[config.mk]
export PLATFORM = sky130hd
export DESIGN_NAME = wdt_multi
export DESIGN_NICKNAME = d
export VERILOG_FILES = /design/src/rtl/wdt_multi.sv
export SDC_FILE = /design/constraint.sdc
export NUM_CORES = 1
export LEC_CHECK = 0
export ABC_CLOCK_PERIOD_IN_PS = 3400
export CAP_MARGIN = 30
export CORE_ASPECT_RATIO = 1.25
export CORE_MARGIN = 5
export CORE_UTILIZATION = 62
export DETAILED_ROUTE_END_ITERATION = 10
export HOLD_SLACK_MARGIN = 0.1
export PLACE_DENSITY = 0.81
export SETUP_SLACK_MARGIN = 0.5
export SLEW_MARGIN = 20
export SYNTH_ARGS = -nofsm -noshare
export SYNTH_HDL_FRONTEND = slang
export SYNTH_SLANG_ARGS = --single-unit
[constraint.sdc]
create_clock -name clk -period 3.4 [get_ports clk]
set_input_delay 0.68 -clock clk [delete_from_list [all_inputs] [get_ports clk]]
set_output_delay 0.68 -clock clk [all_outputs]
set_load 0.03 [all_outputs]
[src/rtl/wdt_multi.sv]
// wdt_multi: multi-channel watchdog.
//
// Each heartbeat channel is supervised independently. A channel that sees no
// kick (any edge of its heartbeat) for DELAY_TIME ticks, or a kick that comes
// less than WINDOW_MIN ticks after the previous one, enters BARK: it drives a
// reset pulse of RESET_TIME ticks and latches a sticky cause flag.
//
// Ports:
//   clk            system clock, all logic on rising edge
//   reset          synchronous active-high reset
//   clk_1kHz       slow tick source, each synchronised rising edge is one tick
//   hb             per-channel heartbeat, every edge is a kick
//   ch_en          per-channel enable
//   enable_spi     global enable, ANDed with each ch_en
//   clear_sticky   clears both sticky vectors (a new fault in the same clk wins)
//   wdt_out        per-channel registered reset pulse
//   out            OR of wdt_out
//   sticky_timeout latched timeout cause per channel
//   sticky_early   latched early-kick cause per channel
module wdt_multi #(
  parameter int unsigned      CHANNELS   = 4,
  parameter int unsigned      CNT_W      = 16,
  parameter logic [CNT_W-1:0] DELAY_TIME = 16'd500,
  parameter logic [CNT_W-1:0] RESET_TIME = 16'd50,
  parameter logic [CNT_W-1:0] WINDOW_MIN = 16'd0
) (
  input  logic                clk,
  input  logic                reset,
  input  logic                clk_1kHz,
  input  logic [CHANNELS-1:0] hb,
  input  logic [CHANNELS-1:0] ch_en,
  input  logic                enable_spi,
  input  logic                clear_sticky,
  output logic [CHANNELS-1:0] wdt_out,
  output logic                out,
  output logic [CHANNELS-1:0] sticky_timeout,
  output logic [CHANNELS-1:0] sticky_early
);

  typedef enum logic [1:0] {StIdle, StRun, StBark} state_e;

  localparam logic [CNT_W-1:0] DELAY_LAST = DELAY_TIME - CNT_W'(1);
  localparam logic [CNT_W-1:0] RESET_LAST = RESET_TIME - CNT_W'(1);

  // Tick synchroniser: [0],[1] are the 2-FF sync, [2] is the edge-detect flop.
  logic [2:0]          r_tick_sync;
  logic [CHANNELS-1:0] r_hb_s1;
  logic [CHANNELS-1:0] r_hb_s2;
  logic [CHANNELS-1:0] r_hb_s3;

  logic                w_tick;
  logic [CHANNELS-1:0] w_kick;
  logic [CHANNELS-1:0] w_en;
  logic [CHANNELS-1:0] w_early;
  logic [CHANNELS-1:0] w_tout;
  logic [CHANNELS-1:0] w_done;
  logic [CHANNELS-1:0] w_bark;

  logic [CHANNELS-1:0] r_wdt;
  logic [CHANNELS-1:0] r_st_tout;
  logic [CHANNELS-1:0] r_st_early;

  // Synchronisers ignore the enables; only reset clears them.
  always_ff @(posedge clk) begin
    if (reset) begin
      r_tick_sync <= '0;
      r_hb_s1     <= '0;
      r_hb_s2     <= '0;
      r_hb_s3     <= '0;
    end else begin
      r_tick_sync <= {r_tick_sync[1:0], clk_1kHz};
      r_hb_s1     <= hb;
      r_hb_s2     <= r_hb_s1;
      r_hb_s3     <= r_hb_s2;
    end
  end

  assign w_tick = r_tick_sync[1] & ~r_tick_sync[2];
  assign w_kick = r_hb_s2 ^ r_hb_s3;
  assign w_en   = ch_en & {CHANNELS{enable_spi}};

  for (genvar i = 0; i < CHANNELS; i++) begin : g_ch
    state_e           r_state;
    logic [CNT_W-1:0] r_cnt;
    logic [CNT_W-1:0] r_pulse;
    logic             r_seen;

    // Window is checked against the pre-increment count; the first kick after
    // entering RUN only arms the window (r_seen).
    assign w_early[i] = (r_state == StRun) && w_en[i] && w_kick[i] &&
                        (WINDOW_MIN != '0) && r_seen && (r_cnt < WINDOW_MIN);
    // A kick in the same clk as the deciding tick wins over the timeout.
    assign w_tout[i]  = (r_state == StRun) && w_en[i] && !w_kick[i] && w_tick &&
                        (r_cnt == DELAY_LAST);
    assign w_done[i]  = (r_state == StBark) && w_tick && (r_pulse == RESET_LAST);
    assign w_bark[i]  = (r_state == StBark);

    always_ff @(posedge clk) begin
      if (reset) begin
        r_state <= StIdle;
        r_cnt   <= '0;
        r_pulse <= '0;
        r_seen  <= 1'b0;
      end else begin
        unique case (r_state)
          StIdle: begin
            if (w_en[i]) begin
              r_state <= StRun;
              r_cnt   <= '0;
              r_seen  <= 1'b0;
            end
          end
          StRun: begin
            if (!w_en[i]) begin
              r_state <= StIdle;
            end else if (w_early[i] || w_tout[i]) begin
              r_state <= StBark;
              r_pulse <= '0;
            end else if (w_kick[i]) begin
              r_cnt  <= '0;
              r_seen <= 1'b1;
            end else if (w_tick && (r_cnt != '1)) begin
              r_cnt <= r_cnt + CNT_W'(1);
            end
          end
          StBark: begin
            // Kicks and enable are ignored until the pulse has run its length.
            if (w_tick) begin
              if (w_done[i]) begin
                r_pulse <= '0;
                r_cnt   <= '0;
                r_seen  <= 1'b0;
                r_state <= w_en[i] ? StRun : StIdle;
              end else begin
                r_pulse <= r_pulse + CNT_W'(1);
              end
            end
          end
          default: r_state <= StIdle;
        endcase
      end
    end
  end

  // Outputs track the next state so wdt_out rises in the same clk as BARK entry.
  always_ff @(posedge clk) begin
    if (reset) begin
      r_wdt      <= '0;
      r_st_tout  <= '0;
      r_st_early <= '0;
    end else begin
      r_wdt      <= w_early | w_tout | (w_bark & ~w_done);
      r_st_tout  <= (clear_sticky ? '0 : r_st_tout) | w_tout;
      r_st_early <= (clear_sticky ? '0 : r_st_early) | w_early;
    end
  end

  assign wdt_out        = r_wdt;
  assign out            = |r_wdt;
  assign sticky_timeout = r_st_tout;
  assign sticky_early   = r_st_early;

endmodule

======== Yosys cells after proc, flatten, opt, wreduce, memory -nomap -nowiden ========
Cells that the tools add are included.
word-level totals
  input bits .............................. 13
  output and inout bits ................... 13
  register bits after elaboration ......... 159
  word-level logic and storage cells ...... 224
cells by class
  bitwise logic cells ..................... 8
  reductions and logical operators ........ 57
  equality and inequality tests ........... 52
  multiplexer cells ....................... 81
  $add $sub $neg .......................... 8
operator list
  operator                 count
  $mux W16                 44
  $pmux W16 S3             4
  $add A16 B1 Y16 const B  8
  $pmux W16 S2             4
  $eq A16 B6 Y1 const B    4
  $eq A16 B9 Y1 const B    4
  $ne A16 B16 Y1 const B   4
  $ne A2 B2 Y1 const B     24
  $mux W2                  20
  $reduce_and A4 Y1        8
  $logic_and A1 B1 Y1      28
  $reduce_and A7 Y1        4
  $pmux W2 S3              4
  $ne A3 B2 Y1 const B     4
  $ne A3 B3 Y1 const B     4
  $reduce_bool A3 Y1       4
  $and A4 B4 Y4            2
  $eq A2 B1 Y1 const B     4
  $eq A2 B2 Y1 const B     4
  $logic_not A2 Y1         4
  $or A4 B4 Y4             2
  $reduce_bool A2 Y1       4
  $logic_not A1 Y1         4
  $mux W1                  4
  6 further kinds          6

======== Logic depth before layout (Yosys ltp) ========
Gate-level depths: netlist (run 1).
  depth in word-level cells ............... 8
  depth in mapped cells ................... 9
  mapped depth without buffers ............ 8

======== Worst setup path after synthesis (run 1) ========
Ideal clock, no wire load.
  path kind ............................... input port to flip-flop
  start ................................... input enable_spi
  end ..................................... register g_ch[0].r_cnt[9]
  buffers on the path ..................... 2
  setup time .............................. 0.128 ns
  stages on the path ...................... 8
  data arrival time ....................... 2.430 ns
  setup slack ............................. 0.841 ns
  required time ........................... 3.272 ns
  cell sequence ........................... clkbuf_1 -> and3b_1 -> nor2_1 -> o21a_1 -> or4b_2 -> clkbuf_1 -> o211ai_1 -> o31ai_1
between the ends
  longest elaborated chain between the ends .. 7
RTL lines
  element                                 line  RTL
  from (decl)                             32    input logic enable_spi,
  $and A4 B4 Y4 (*)                       80    assign w_en = ch_en & {CHANNELS{enable_spi}};
  $logic_and A1 B1 Y1 (4 in series)       93    assign w_tout[i] = (r_state == StRun) && w_en[i] && !w_kick[i] && w_tick &&
  $ne A2 B2 Y1 (no source line)           -
  $reduce_and A7 Y1 (no source line) (*)  -
  to (signal assigned)                    123   r_cnt <= r_cnt + CNT_W'(1);
  to (decl)                               84    logic [CNT_W-1:0] r_cnt;
Every way passes the cells marked *; elsewhere a longest branch is shown, timed or not.
A chain may end at the register's enable or synchronous reset.

======== Worst setup path after layout (run 1) ========
  start ................................... register g_ch[3].r_pulse[6]
  end ..................................... register g_ch[3].r_cnt[6]
between the ends
  longest elaborated chain between the ends .. 4
RTL lines
  element                             line  RTL
  from (decl)                         85    logic [CNT_W-1:0] r_pulse;
  from (signal assigned)              135   r_pulse <= r_pulse + CNT_W'(1);
  $eq A16 B6 Y1                       95    assign w_done[i] = (r_state == StBark) && w_tick && (r_pulse == RESET_LAST);
  $logic_and A1 B1 Y1                 95
  $ne A2 B2 Y1 (no source line)       -
  $reduce_and A7 Y1 (no source line)  -
  to (signal assigned)                123
  to (decl)                           84
No other way between the ends.

==> key figures, run 1 <==
Critical path
  • Worst Setup Start Kind: flip-flop
  • Worst reg2reg setup slack: between 700 and 800 ps
  • Reg2reg path depth: 6
  • Worst path max stage delay: 510 ps
  • CP max FO: 9
  • Critical Path AT: between 3000 and 4000 ps
  • FF-to-FF End: g_ch[3].r_cnt[6]$_SDFFE_PP0P_
  • Reg-to-Reg Start: g_ch[3].r_pulse[6]$_SDFFE_PP0P_
  • Crit-path cells: or4_1 -> or4_1 -> o31a_1 -> nand2b_4 -> or4_1 -> o22ai_1
  • Crit end category: flip-flop
  • Worst Setup SP: g_ch[3].r_pulse[6]$_SDFFE_PP0P_
  • Worst path required time: approximately 3800 ps
  • Kind of critical path: reg2reg
  • Critical path's most frequent cell: or4_1
  • Slowest cell on crit path: or4_1

Logic synthesis
  • Register bit total from synthesis: about 160
  • Ys flop type: dfxtp_1
  • Top cell type's share of synthesized area: between 30% and 40%
  • Warning count from the yosys run: 0
  • Largest cells by area after synthesis: dfxtp_1, nor2_1, nand3_1
  • Post-synth cell types: 64
  • FFs w/ async S/R, synth: 0%
  • Post-synthesis sequential area ratio: between 30% and 40%
  • Post-Syn Area per Cell: roughly 8 um^2
  • Synthesized cell area: 0.008230 mm^2
  • Syn Inst Count: roughly 1,000
  • EDFF count, synth: 0
  • Post-synth top area cell: dfxtp_1

Die
  • Die Ht: approximately 140 um
  • Initial Util: between 60% and 70%
  • Core Rows: 47
  • DIE WIDTH: about 110 um
  • Boundary pin count: 26
  • Full die area: ~0.016 mm^2
  • Core Region: about 0.013 mm^2

Global routing
  • GRT overflow: 0
  • Initial antenna violation count: 0
  • Vias in the first global route: between 7,000 and 8,000
  • Largest net degree at the start of global routing: between 100 and 150
  • GR Util All Layers: 24.65%
  • Global-route wire length before repair: between 30 and 40 mm

STA
  • Final count of hold timing violations: 0
  • Worst Max-Slew Pin Slew: around 830 ps
  • Setup_tns: 0 ps
  • Slew Limit Fails: 0
  • Skew final: 5.354 ps
  • Final setup violation count: 0
  • Peak Freq: roughly 380 MHz
  • Crit share post-route: roughly four fifths
  • Final min period: approximately 2700 ps
  • Slew HR: around 44%
  • RSZ-0062 raised after global routing: no

Clock network
  • Clk slew on worst S/H paths: about 60 ps
  • TritonCTS buffer count: 17
  • Clk buf depth: 2
  • Clk root buf: clkbuf_16
  • Post-cts sizing count: 0
  • H-tree levels: 4
  • TritonCTS clock tree: built
  • Hold_buf cts: 0
  • Clk Latency, worst-skew pair: between 400 and 500 ps
  • Clock sinks: 159
  • Setup Buffers After CTS: 0

Pwr
  • Leak pwr: about 0.0031 uW
  • Power per Cell Area: approximately 420 mW/mm^2
  • Peak supply drop: between 0.0003 and 0.0004 V

Drt
  • Vias: between 7,000 and 8,000
  • Initial DRC Count: 579
  • DRC: 0
  • Drt wl/cell: roughly 15 um
  • DR vias/cell: between 6 and 7
  • Routed wire length: between 15 and 20 mm
  • DRT Pass-1 Iters: 5
  • Final ANT Viol Nets: 0

Layout
  • Final std cells w/o fill: 1,211
  • Synth-to-layout area growth: 10.69%
  • # fillers: roughly 1,100
  • Nets: between 1,000 and 1,500
  • Share of cells above drive strength 1: 6.346%
  • Cell area after layout: about 0.009 mm^2
  • Antenna diode count: 0

Placed design
  • Placed inst area: approximately 0.0086 mm^2
  • PortBufs: 21
  • RePlAce Congestion: between 0.9 and 1
  • Detailed Place HPWL: ~13 mm
  • Placed instance count: about 1,200

Hold path
  • Hold_sp: r_hb_s1[0]$_SDFF_PP0_
  • Hold WC Path Type: reg2reg
  • Hold path endpoint: r_hb_s2[0]$_SDFF_PP0_
  • Hold depth: 1

Flow run
  • Max-Cap Viols: 0

Status
  • Status: completed
==> routing by layer <==
| layer | share of wire [%] | vias up | global-route usage (%) |
|---|---|---|---|
| met3 | 5.2 | 33 | 5.194 |
| li1 | - | 3826 | - |
| met5 | 0 | - | 0 |
| met1 | 44 | 3638 | 31.19 |
| met2 | 49 | 245 | 41.51 |
| met4 | 1.7 | 0 | 8.481 |
==> cell usage after synthesis (all sizes together), types with 6 or more instances <==
cell     count
a211oi       8
a21o         7
a21oi       54
a311oi       6
a31oi       24
a41oi        7
and2        10
and3        28
and3b        7
and4         7
buf          9
clkbuf      40
dfxtp      159
ha          12
inv         13
nand2       72
nand2b      10
nand3       62
nand3b      10
nand4       39
nor2       118
nor2b       26
nor3        31
nor4        19
o2111ai     15
o211ai      14
o21a        10
o21ai       54
o22ai        9
o31ai        7
o41ai        6
or2          6
or3         14
or4         13
xnor2       19
xor2        29
==> cell usage in the layout, fill, tap and decap left out, drive strengths merged, types with 23 or more instances in the layout <==
| cell type | count |
|---|---|
| nor2b | 26 |
| nor2 | 118 |
| dfxtp | 159 |
| xor2 | 29 |
| and3 | 28 |
| clkbuf | 23 |
| o21ai | 54 |
| nor3 | 31 |
| a21oi | 54 |
| nand2 | 72 |
| a31oi | 24 |
| nand3 | 62 |
| nand4 | 39 |
==> state kept, by name (all words and copies together) (netlist names) <==
name / cells
g_ch.r_cnt: 64
g_ch.r_pulse: 64
g_ch.r_state: 8
r_hb_s1: 4
r_hb_s2: 4
r_hb_s3: 4
sticky_timeout: 4
wdt_out: 4
r_tick_sync: 3
==> per-stage QoR <==
stage               hold WS (ps)  total power [uW]  util, %  setup slack [ps]
floorplan                  413.8              2083        -             841.4
global placement           426.6              2147    65.59             520.9
detailed placement         427.5              2148    65.59             409.4
CTS                        441.0              3818    69.47             755.9
global route               459.5              3929    69.47             576.8
finish                     434.2              3785    69.47             734.8
==> critical path: cells and delay by family (launching register included) <==
family	cells	cell delay, ps
flip-flops	1	350
AO/OA/AOI/OAI	2	580
AND/OR/NAND/NOR	4	1660
==> worst max path at each step <==
stage                                             to  slack, ps  cells past startpoint
finish                 g_ch[3].r_cnt[6]$_SDFFE_PP0P_        730                      6
detailed placement  g_ch[2].r_pulse[13]$_SDFFE_PP0P_        410                      8
floorplan              g_ch[0].r_cnt[9]$_SDFFE_PP0P_        840                      8
global placement      g_ch[0].r_cnt[13]$_SDFFE_PP0P_        520                      7
global route           g_ch[1].r_cnt[8]$_SDFFE_PP0P_        580                      7
CTS                    g_ch[3].r_cnt[6]$_SDFFE_PP0P_        760                      6
==> power by group <==
part | total [uW] | switching, uW | internal [uW]
registers | 1890 | 10.7 | 1870
logic | 226 | 151 | 75.5
clock network | 1670 | 719 | 955
==> cells by family (layout without fill, tap and decap cells) <==
family                     after synthesis  count (layout)  share of synthesized area (%)
AOI/OAI and AO/OA                      245             245                          19.63
xor gates and xnor gates                48              48                          5.108
adders and majority gates               12              12                          1.824
buffers and inverters                   62              81                          3.116
DFF                                    159             159                          38.67
other                                    1               4                        0.04556
and+or+nand+nor                        491             491                          31.61
==> layout make-up <==
type                       instances  area (um^2)  area share, %
sequential                       159         3183          34.94
multi-input combinational        800         4808          52.78
tap                              171        214.0          2.349
clock buffer                      23        467.9          5.137
inverter                          13        48.80         0.5356
timing repair buffer              38        347.8          3.818
clock inverter                     7        40.04         0.4395
Power figures use the tool's default switching activity.
==> run 2, diff against run 1 <==
ABC_CLOCK_PERIOD_IN_PS = 2200   (was 3400)
CORE_UTILIZATION = 56   (was 62)
PLACE_DENSITY = 0.78   (was 0.81)
clock period = 2.2 ns   (was 3.4 ns; I/O delays follow)
==> key figures, run 2 (same netlist as run 1, synthesis figures left out) <==
Status
  • Status: finished with violations
  • Violated checks: setup timing

Pwr
  • Peak supply drop: 0.0008542 V (+180%)
  • Power per Cell Area: 534.8 mW/mm^2 (+29%)
  • Leak pwr: 0.004593 uW (+49%)

Critical path
  • Worst Setup Start Kind: flip-flop
  • Crit-path cells: or4_1 -> or4_1 -> o31a_1 -> nand2b_4 -> buf_4 -> buf_6 -> a21oi_1 -> o22ai_2
  • Worst path required time: 2510 ps (-1240 ps)
  • Worst path max stage delay: 530 ps (+20 ps)
  • Top Family by Delay on Critical Path: simple AND/OR/NAND/NOR gates
  • Critical Path AT: 2830 ps (-190 ps)
  • Critical path's most frequent cell: or4_1
  • Kind of critical path: reg2reg
  • CP max FO: 4 (-5)
  • Crit end category: flip-flop
  • Slowest cell on crit path: or4_1
  • Crit path buf inv count: 2 (+2)

Drt
  • Initial DRC Count: 1,372 (+140%)
  • Drt wl/cell: 25.90 um (+68%)
  • DRT Pass-1 Iters: 8 (+3)
  • Vias: 10,010 (+29%)
  • Routed wire length: 36.03 mm (+92%)
  • DR vias/cell: 7.193 (+13%)
  • DRC: 0 (unchanged)
  • Final ANT Viol Nets: 0 (unchanged)

Flow run
  • Max-Cap Viols: 0 (unchanged)

Layout
  • Largest registers: g_ch.r_cnt x64, g_ch.r_pulse x64, g_ch.r_state x8
  • Multi-input gate area: 0.006710 mm^2 (+40%)
  • Reg area: 0.003264 mm^2 (+2.6%)
  • Antenna diode count: 0 (unchanged)
  • Nets: 1,226 (+16%)
  • Fin util: 89.63% (+20 points)
  • Share of cells above drive strength 1: 44.02% (+38 points)
  • Most common cell after layout, fill and taps aside: dfxtp_1
  • Synth-to-layout area growth: 56.90%
  • Final std cells w/o fill: 1,391 (+15%)
  • Most frequent cells in the layout: dfxtp_1, buf_4, nor2_1
  • # fillers: 546 (-50%)

Clock network
  • Clk buf depth: 2 (unchanged)
  • Clk Latency, worst-skew pair: 440 ps (+20 ps)
  • Clock sinks: 159 (unchanged)
  • Clk slew on worst S/H paths: 70 ps (about the same)
  • TritonCTS buffer count: 17 (unchanged)
  • H-tree levels: 4 (unchanged)
  • Clk root buf: clkbuf_16
  • TritonCTS clock tree: built

STA
  • Crit share post-route: 114.3% (+36 points)
  • Peak Freq: 397.8 MHz (+6.0%)
  • Final count of hold timing violations: 0 (unchanged)
  • Slew Limit Fails: 0 (unchanged)
  • Slew HR: 42.75% (-1.4 points)
  • RSZ-0062 raised after global routing: yes
  • Final min period: 2514 ps (-151.2 ps)
  • Worst Max-Slew Pin Slew: 858.8 ps (+31.57 ps)
  • Skew final: 12.30 ps (+6.943 ps)
  • Final setup violation count: 70 (+70)
  • Setup WS post-layout: -314.1 ps (-1049 ps)

Global routing
  • GR Util All Layers: 30.73% (+6.1 points)
  • Initial antenna violation count: 0 (unchanged)
  • Largest net degree at the start of global routing: 43 (-57%)
  • GRT overflow: 0 (unchanged)
  • Vias in the first global route: 9,251 (+28%)
  • Global-route wire length before repair: 44.71 mm (+36%)

Die
  • Die Ht: 145.5 um (+4.8%)
  • Core Region: 0.01441 mm^2 (+9.9%)
  • DIE WIDTH: 118.4 um (+4.8%)
  • Core Rows: 49 (+4.3%)
  • Initial Util: 57.13% (-5.6 points)
  • Full die area: 0.01724 mm^2 (+9.8%)
  • Boundary pin count: 26 (unchanged)

Placed design
  • RePlAce Congestion: 0.9595 (+2.6%)
  • PortBufs: 21 (unchanged)
  • Detailed Place HPWL: 14.73 mm (+14%)
  • Placed instance count: 1,272 (+7.7%)

Hold path
  • Hold WC Path Type: in2reg
## run 2: cell type report
type                       count  area share (%)
clock buffer                  20           3.536
sequential                   159           25.28
multi-input combinational    802           51.96
inverter                      13          0.3779
tap                          178           1.725
clock inverter                11           1.260
timing repair buffer         208           15.86
## run 2: metal layers
metal	part of all wire, %	vias to the layer above	global-route usage [%]	wire length [um]
met2	49	814	54.70	17760
met5	0	-	0	0
met4	9.3	0	17.98	3367
met3	8.4	307	5.521	3034
li1	-	4179	-	-
met1	33	4706	33.90	11870
## run 2: metrics by stage
| step | worst slack [ps] | hold WS, ps | TNS [ps] | cell area, um^2 | power, uW |
|---|---|---|---|---|---|
| 2_1_floorplan | -193.3 | 413.7 | -479.8 | 8650 | 3256 |
| 3_3_place_gp | -161.7 | 420.0 | -8755 | 9559 | 3418 |
| 3_5_place_dp | -200.9 | 420.4 | -13120 | 9559 | 3424 |
| 4_1_cts | -239.8 | 313.4 | -4533 | 11600 | 6663 |
| 5_1_grt | -313.9 | 303.2 | -11410 | 12910 | 7027 |
| 6_report | -314.1 | 307.8 | -9040 | 12910 | 6906 |
## run 2: worst register-to-register path, cell delays in order, from the launching register on
cell      delay [ps]
dfxtp_2          330
or4_1            530
or4_1            430
o31a_1           320
nand2b_4         170
buf_4            130
buf_6            120
a21oi_1          230
o22ai_2          130
## run 2: where the power goes
group / internal, uW / switching (uW) / leakage, uW / total, uW
clock: 1950 / 1310 / 0.000306 / 3260
sequential: 2880 / 23.2 / 0.00131 / 2900
combinational: 307 / 432 / 0.00298 / 740
## run 2: path summary, 6_finish.rpt
check,from,to,slack [ps],depth (start not counted)
worst max-delay path,g_ch[3].r_pulse[6]$_SDFFE_PP0P_,g_ch[3].r_cnt[6]$_SDFFE_PP0P_,-310,8
worst min-delay path,reset,r_hb_s1[0]$_SDFF_PP0_,310,2
worst max register to register,g_ch[3].r_pulse[6]$_SDFFE_PP0P_,g_ch[3].r_cnt[6]$_SDFFE_PP0P_,-310,8
worst min register to register,r_hb_s1[3]$_SDFF_PP0_,r_hb_s2[3]$_SDFF_PP0_,460,1
## run 2: timing repair
item | CTS | global route
setup endpoints to repair | 147 | 145
cloned | 8 | 1
setup buffers | 43 | 36
hold buffers | 0 | 0
gates resized for setup | 248 | 208
pin swaps | 113 | 126
==> run 3, diff against run 2 <==
CORE_MARGIN = 8   (was 5)
GPL_TIMING_DRIVEN = 1   (was not set)
==> key figures, run 3 (same netlist as run 1, synthesis figures left out) <==
Drt
  • Initial DRC Count: 1,445 (+5.3%)
  • Drt wl/cell: 23.66 um (-8.7%)
  • DRC: 0 (unchanged)
  • DRT Pass-1 Iters: 6 (-2)
  • Routed wire length: 32.77 mm (-9.0%)
  • Final ANT Viol Nets: 0 (unchanged)
  • Met3 Routed Length: 2.724 mm (-10%)
  • Wire length on met2: 16.40 mm (-7.7%)
  • Vias: 9,752 (-2.5%)
  • Top routing layer used: met5
  • DR vias/cell: 7.041 (-2.1%)
  • Wl on met1: 11.41 mm (-3.9%)

Layout
  • Largest registers: g_ch.r_cnt x64, g_ch.r_pulse x64, g_ch.r_state x8
  • Synth-to-layout area growth: 51.23%
  • Cell area after layout: 0.01245 mm^2 (-3.6%)
  • Most common cell after layout, fill and taps aside: buf_4
  • Antenna diode count: 0 (unchanged)
  • Share of cells above drive strength 1: 41.84% (-2.2 points)
  • Most frequent cells in the layout: buf_4, dfxtp_1, nor2_1
  • Nets: 1,219 (-0.57%)
  • Final std cells w/o fill: 1,385 (-0.43%)

STA
  • Peak Freq: 402.8 MHz (+1.3%)
  • Final setup violation count: 36 (-49%)
  • Final count of hold timing violations: 0 (unchanged)
  • RSZ-0062 raised after global routing: yes
  • Worst Max-Slew Pin Slew: 657.7 ps (-201.1 ps)
  • Skew final: 11.39 ps (-0.9052 ps)
  • Crit share post-route: 112.9% (-1.4 points)
  • Final min period: 2483 ps (-31.15 ps)
  • Slew HR: 56.15% (+13 points)
  • Setup WS post-layout: -282.9 ps (+31.15 ps)
  • Slew Limit Fails: 0 (unchanged)

Critical path
  • Crit path buf inv count: 1 (-1)
  • Worst path required time: 2530 ps (+20 ps)
  • Critical Path AT: 2820 ps (about the same)
  • Worst Setup Start Kind: flip-flop
  • Kind of critical path: reg2reg
  • Worst path max stage delay: 490 ps (-40 ps)
  • Crit end category: flip-flop
  • Crit-path cells: or4_1 -> or4_1 -> o31a_1 -> buf_4 -> a211o_4 -> o211ai_1 -> o31ai_1
  • Top Family by Delay on Critical Path: compound AO/OA/AOI/OAI gates
  • Worst Setup SP: g_ch[3].r_pulse[6]$_SDFFE_PP0P_
  • Slowest cell on crit path: or4_1
  • CP max FO: 8 (+4)
  • Critical path's most frequent cell: or4_1
  • Reg-to-Reg Start: g_ch[3].r_pulse[6]$_SDFFE_PP0P_

Pwr
  • Internal power: 4753 uW (-7.5%)
  • Clock power share: 45.0% (-2.2 points)
  • Pwr Total: 6583 uW (-4.7%)
  • Sequential cell fraction of total power: 44.0% (+2.0 points)
  • Sw frac: 27.80% (+2.2 points)
  • Leak pwr: 0.004439 uW (-3.4%)
  • Part of the power in combinational logic: 11.0% (+0.3 points)
  • Power per Cell Area: 528.9 mW/mm^2 (-1.1%)
  • Peak supply drop: 0.0005281 V (-38%)
  • P_sw: 1830 uW (+3.5%)

Status
  • Status: finished with violations
  • Violated checks: setup timing

Hold path
  • Hold_sp: reset
  • Hold WC Path Type: in2reg

Clock network
  • Clk buf depth: 2 (unchanged)
  • Clk root buf: clkbuf_16
  • Clock sinks: 159 (unchanged)
  • Clk slew on worst S/H paths: 70 ps (about the same)
  • H-tree levels: 4 (unchanged)
  • TritonCTS clock tree: built
  • TritonCTS buffer count: 17 (unchanged)
  • Clk Latency, worst-skew pair: 460 ps (+20 ps)

Global routing
  • Initial antenna violation count: 1 (+1)
  • GRT overflow: 0 (unchanged)
  • Vias in the first global route: 9,225 (-0.28%)
  • Global-route wire length before repair: 43.61 mm (-2.4%)
  • Largest net degree at the start of global routing: 52 (+21%)
  • GR Util All Layers: 27.63% (-3.1 points)

Die
  • Core Rows: 49 (unchanged)
  • Full die area: 0.01886 mm^2 (+9.4%)
  • Core Region: 0.01441 mm^2 (unchanged)
  • Die Ht: 151.5 um (+4.1%)
  • Boundary pin count: 26 (unchanged)
  • DIE WIDTH: 124.4 um (+5.1%)
  • Initial Util: 57.13% (unchanged)

Placed design
  • PortBufs: 21 (unchanged)
  • Detailed Place HPWL: 14.63 mm (-0.72%)
  • Placed instance count: 1,260 (-0.94%)
  • Placed inst area: 0.009457 mm^2 (-1.1%)
  • RePlAce Congestion: 0.9004 (-6.2%)

Flow run
  • Max-Cap Viols: 0 (unchanged)
[run 3: changes by cell type in the layout (fill, tap and decap cells not counted), moves of 5 or more]
cell	change
o21ai_2	+7
inv_6	+5
a31oi_1	+5
dfxtp_4	+5
buf_6	-8
nor2_4	-10
nor2_1	+9
buf_4	+5
[run 3: worst paths after layout]
path / end / slack (ps) / cells after the start
worst min register to register: r_hb_s2[3]$_SDFF_PP0_ / 450 / 1
worst max-delay path: g_ch[3].r_cnt[11]$_SDFFE_PP0P_ / -280 / 7
worst max register to register: g_ch[3].r_cnt[11]$_SDFFE_PP0P_ / -280 / 7
worst min-delay path: g_ch[0].r_cnt[1]$_SDFFE_PP0P_ / 410 / 2
[run 3: power groups by stage]
stage	logic, uW	registers (uW)	clock network (uW)
after floorplan	288	2970	0
after global placement	435	2970	0
after detailed placement	439	2970	0
after CTS	582	2900	2880
after global routing	750	2900	3050
final	725	2900	2960
[run 3: stage by stage]
step,hold slack (ps),util [%],TNS [ps],worst slack (ps)
CTS,401.3,79.46,-3706,-226.8
finish,414.5,86.39,-5373,-282.9
global route,406.7,86.39,-8990,-387.3
floorplan,413.7,-,-479.8,-193.3
detailed placement,421.2,65.64,-16920,-243.5
global placement,418.5,65.64,-9956,-181.8
[run 3: cell type report]
type | instances | area [um^2]
Multi-Input combinational cell | 802 | 6440
Timing Repair Buffer | 201 | 1894
Sequential cell | 159 | 3281
Fill cell | 643 | 1961
Clock buffer | 17 | 425.4
Inverter | 13 | 48.80
Tap cell | 178 | 222.7
Clock inverter | 15 | 135.1
[run 3: routing by layer]
metal | vias to the layer above | global-route usage, %
met5 | - | 0
met4 | 2 | 18.23
met3 | 246 | 6.126
met2 | 687 | 50.31
met1 | 4653 | 28.29
li1 | 4164 | -
[run 3: what timing repair did]
action                                  in CTS  in global routing
resized for setup                          257                165
endpoints found under the setup margin     148                146
setup buffers                               53                 31
cloned                                       8                  1
hold buffers                                 0                  0
pin swaps                                  138                100
